$ cat src/rtl/serial_adder_pkg.sv
// Shared definitions for the bit-serial adder: FSM state encoding and default width.
package adder;

    localparam int DEFAULT_WIDTH = 8;

    typedef enum logic [1:0] {
        IDLE = 2'd0,
        RUN  = 2'd1,
        DONE = 2'd2
    } state_e;

endpackage

$ cat src/rtl/full_adder.sv
// One-bit full adder cell used as the datapath of the serial adder.
module full_adder (
    input  logic a,
    input  logic b,
    input  logic c,
    output logic sum,
    output logic carry
);

    assign sum   = a ^ b ^ c;
    assign carry = (a & b) | (a & c) | (b & c);

endmodule

$ cat src/rtl/serial_adder.sv
// Bit-serial adder: one full-adder cell processes an operand pair LSB first,
// taking WIDTH cycles per job, with valid/ready handshakes on both sides.
module serial_adder
    import adder::*;
#(
    parameter int WIDTH = DEFAULT_WIDTH
) (
    input  logic             clk,
    input  logic             rst_n,
    input  logic             in_valid,
    output logic             in_ready,
    input  logic [WIDTH-1:0] op_a,
    input  logic [WIDTH-1:0] op_b,
    input  logic             cin,
    output logic             out_valid,
    input  logic             out_ready,
    output logic [WIDTH-1:0] result,
    output logic             cout,
    output logic             busy
);

    localparam int             CW       = (WIDTH > 1) ? $clog2(WIDTH) : 1;
    localparam logic [CW-1:0]  CNT_LAST = CW'(WIDTH - 1);

    state_e           state_q, state_d;
    logic [WIDTH-1:0] a_q, a_d;
    logic [WIDTH-1:0] b_q, b_d;
    logic [WIDTH-1:0] res_q, res_d;
    logic             carry_q, carry_d;
    logic [CW-1:0]    cnt_q, cnt_d;
    logic             in_ready_q, out_valid_q, busy_q;
    logic             sum_s, carry_s;

    full_adder u_cell (
        .a     (a_q[0]),
        .b     (b_q[0]),
        .c     (carry_q),
        .sum   (sum_s),
        .carry (carry_s)
    );

    // Next-state and datapath update for the IDLE/RUN/DONE sequencer.
    always_comb begin
        state_d = state_q;
        a_d     = a_q;
        b_d     = b_q;
        res_d   = res_q;
        carry_d = carry_q;
        cnt_d   = cnt_q;
        case (state_q)
            IDLE: begin
                if (in_valid) begin
                    a_d     = op_a;
                    b_d     = op_b;
                    carry_d = cin;
                    cnt_d   = {CW{1'b0}};
                    state_d = RUN;
                end else begin
                    state_d = IDLE;
                end
            end
            RUN: begin
                a_d     = {1'b0, a_q[WIDTH-1:1]};
                b_d     = {1'b0, b_q[WIDTH-1:1]};
                res_d   = {sum_s, res_q[WIDTH-1:1]};
                carry_d = carry_s;
                // Counter parks on its last value so it never wraps inside a job.
                if (cnt_q == CNT_LAST) begin
                    state_d = DONE;
                end else begin
                    cnt_d = cnt_q + {{(CW-1){1'b0}}, 1'b1};
                end
            end
            DONE: begin
                if (out_ready) begin
                    state_d = IDLE;
                end else begin
                    state_d = DONE;
                end
            end
            default: begin
                state_d = IDLE;
            end
        endcase
    end

    // State, datapath and handshake-output registers with synchronous active-low reset.
    always_ff @(posedge clk) begin
        if (!rst_n) begin
            state_q     <= IDLE;
            a_q         <= {WIDTH{1'b0}};
            b_q         <= {WIDTH{1'b0}};
            res_q       <= {WIDTH{1'b0}};
            carry_q     <= 1'b0;
            cnt_q       <= {CW{1'b0}};
            in_ready_q  <= 1'b1;
            out_valid_q <= 1'b0;
            busy_q      <= 1'b0;
        end else begin
            state_q     <= state_d;
            a_q         <= a_d;
            b_q         <= b_d;
            res_q       <= res_d;
            carry_q     <= carry_d;
            cnt_q       <= cnt_d;
            in_ready_q  <= (state_d == IDLE);
            out_valid_q <= (state_d == DONE);
            busy_q      <= (state_d == RUN);
        end
    end

    assign in_ready  = in_ready_q;
    assign out_valid = out_valid_q;
    assign busy      = busy_q;
    assign result    = res_q;
    assign cout      = carry_q;

endmodule

$ cat config.mk
export PLATFORM = sky130hd
export DESIGN_NAME = serial_adder
export DESIGN_NICKNAME = d
export VERILOG_FILES = /design/src/rtl/serial_adder_pkg.sv /design/src/rtl/full_adder.sv /design/src/rtl/serial_adder.sv
export SDC_FILE = /design/constraint.sdc
export NUM_CORES = 1
export LEC_CHECK = 0
export ABC_AREA = 1
export CAP_MARGIN = 10
export CORE_ASPECT_RATIO = 0.7
export CORE_UTILIZATION = 50
export DETAILED_ROUTE_END_ITERATION = 12
export PLACE_DENSITY = 0.84
export SKIP_CTS_REPAIR_TIMING = 1
export SLEW_MARGIN = 15
export SYNTH_ARGS = -nofsm -noshare
export SYNTH_HDL_FRONTEND = slang
export SYNTH_SLANG_ARGS = --single-unit
$ cat constraint.sdc
create_clock -name clk -period 3.08 [get_ports clk]
set_input_delay 0.616 -clock clk [delete_from_list [all_inputs] [get_ports clk]]
set_output_delay 0.616 -clock clk [all_outputs]
set_load 0.02 [all_outputs]
==> metrics.yaml <==
route:
  ant_nets: 0
  drtIter0Drc: 112
  drt-vias-per-instance: 4.819
  vias: 1330
  totalWireLength_um: 2828
  drtPass1Iterations: 4
  drc: 0
  wire_per_inst_um: 10.25
floorplan:
  dieArea_sq_um: 3191
  die_x_um: 67.09
  start_util_pct: 52.90
  num_rows: 16
  io_pins: 33
  core_area_sq_um: 2803
  dieHeight_um: 47.56
critical_path:
  worstPathRequired_ps: 2460
  critical_path.top_delay_family: "buffers and inverters"
  cp_cell_sequence: "clkdlybuf4s50_1"
  reg2reg_slack_ps: 1610
  rr_worst_depth: 5
  critPathSlowestCell: "clkdlybuf4s50_1"
  worstPathMaxFanout: 3
  cp-end-kind: "primary output"
  r2r_start: "state_q[0]$_SDFF_PN0_"
  path_buf_inv: 1
  timing.rr.end: "in_ready$_SDFF_PN1_"
  start_kind: "flop"
  critPathArrivalTime_ps: 1300
  crit_type: "reg2out"
  cp-startpoint: "cout$_SDFFE_PN0P_"
  max_stage_delay_ps: 630
power_and_ir_drop:
  cellInternalPower_w: 0.0007009
  combPwrFrac_pct: 17.9
  switching_share_pct: 27.49
  seq_power_share_pct: 49.8
  power_density_nw_per_um2: 522.0
  ir_drop_v: 0.0002580
  p_clk_share_pct: 32.4
  p_leak_nw: 0.8281
  p_sw_w: 0.0002657
place:
  postPlaceCellArea_sq_um: 1772
  hpwl_um: 1900
  gp_congestion: 0.7459
  port_buffers: 32
  numPlacedInstances: 268
clocking:
  cts_buffer_depth: 2
  cts_buffers: 5
  h-tree-depth: 2
  cts_num_sinks: 33
  cts_tree: "done"
  clkTransAtPathRegs_ps: 70
  clock-root-buffer: "clkbuf_8"
  clock_latency_ps: 290
hold_path:
  hold_depth: 2
  hold_end: "b_q[7]$_SDFFE_PN0P_"
  min_from: "b_q[7]$_SDFFE_PN0P_"
  hold_path.class: "reg2reg"
timing:
  max_freq_ghz: 0.5210
  maxSlewViolCount: 0
  clock_skew_ps: 6.956
  setup_viol: 0
  maxSlewHeadroom_pct: 52.55
  worst_pin_slew_ps: 711.7
  rsz0062_at_grt: "no"
  fin_tns_setup_ps: 0
  hold_slack_ps: 477.2
  min_period_over_period_pct: 62.32
  fin_crit_ps: 1919
  hold_viol: 0
yosys:
  syn-instance-count: 209
  netlist_area_sq_um: 1483
  seq_area_frac_synth_pct: 44.56
  syn_area_per_cell_sq_um: 7.094
  yosys_warnings: 0
  syn-num-nets: 233
  ys_seq_elements: 33
  ys_types: 19
global_route:
  grt_antenna_before_repair: 0
  grt-busiest-layer: "met1"
  grt_pass1_wl_um: 4540
  grtUsageMet2_pct: 27.00
  grt_overflow_total: 0
  globalRouteTotalUtil_pct: 20.46
  globalRouteMet3Util_pct: 9.286
  grt_max_degree: 27
  grt_pass1_vias: 1000
  use_met1_pct: 28.38
cells_and_area:
  fin_cells: 276
  layout_common_cells: "nand2_1, nor2_1, dfxtp_1"
  final_cell_area_sq_um: 1852
  areaGrowthSynthToFinish_pct: 24.89
  nets: 263
  drive_gt1_share_pct: 5.833
  mostFrequentLayoutCell: "nand2_1"
  diodes: 0
status:
  status: "finished, final reports clean"
run:
  drv_cap: 0
[worst max path at each step]
stage / to / cells past startpoint
finish: cout / 1
global route: cout / 1
global placement: a_q[7]$_SDFFE_PN0P_ / 4
detailed placement: b_q[7]$_SDFFE_PN0P_ / 4
floorplan: result[0]$_SDFFE_PN0P_ / 4
CTS: cout / 1
[sequential cells by signal, summed over array words and instances, names as in the netlist]
name,cells
a_q,8
b_q,8
busy,1
cnt_q,3
cout,1
in_ready,1
out_valid,1
result,8
state_q,2
[cell families after synthesis]
kind of cell / after synthesis / share of synthesized area [%]
flip-flops: 33 / 44.56
AND/OR/NAND/NOR: 124 / 33.67
buffers and inverters: 20 / 8.185
adder cells (fa/ha/maj): 3 / 3.038
AO/OA/AOI/OAI: 29 / 10.55
[final cells by class]
class                           count  area [sq um]
Clock buffer                        8         80.08
Multi-Input combinational cell    156         700.7
Sequential cell                    33         660.6
Tap cell                           36         45.04
Inverter                           10         37.54
Timing Repair Buffer               33         327.8
Fill cell                         263         950.9
[layer usage]
| layer | wire length, um | vias to the layer above |
|---|---|---|
| met2 | 1168 | 35 |
| met3 | 144 | 7 |
| met1 | 1480 | 582 |
| li1 | - | 706 |
| met4 | 35 | 0 |
| met5 | 0 | - |
[cells in the mapped netlist]
master | count | area, sq um
nor2_4 | 1 | 11.26
nand2_1 | 59 | 221.5
clkbuf_1 | 2 | 7.510
nand2_4 | 2 | 22.52
buf_4 | 2 | 15.01
nor2_1 | 57 | 214.0
o21ai_0 | 13 | 65.06
dfxtp_1 | 33 | 660.6
ha_1 | 2 | 25.02
nand3_1 | 3 | 15.01
buf_6 | 5 | 56.30
nand3b_1 | 2 | 15.01
clkbuf_2 | 1 | 5.000
inv_2 | 2 | 7.510
fa_1 | 1 | 20.02
o21ai_1 | 8 | 40.04
a21oi_1 | 5 | 25.02
inv_1 | 8 | 30.03
o21ai_2 | 3 | 26.28
[stage by stage]
| stage | total power (W) | worst slack (ps) | util (%) |
|---|---|---|---|
| final | 0.0009666 | 1161 | 66.07 |
| after global routing | 0.001021 | 1078 | 66.07 |
| after CTS | 0.0009710 | 1146 | 66.07 |
| after detailed placement | 0.0006639 | 1076 | 63.21 |
| after global placement | 0.0006600 | 1114 | 63.21 |
| after floorplan | 0.0006060 | 1788 | - |
[worst min-delay path: stages (launching register included)]
cell and delay (ps):
dfxtp_1 310, nand2_1 60, a21oi_1 60
[power groups by stage]
stage | combinational [W] | sequential, W | clock (W)
3_3_place_gp | 0.000171 | 0.000489 | 0
3_5_place_dp | 0.000173 | 0.000490 | 0
6_report | 0.000173 | 0.000481 | 0.000313
5_1_grt | 0.000195 | 0.000485 | 0.000340
2_1_floorplan | 0.000106 | 0.000500 | 0
4_1_cts | 0.000174 | 0.000481 | 0.000315
(Power assumes the default switching activity.)
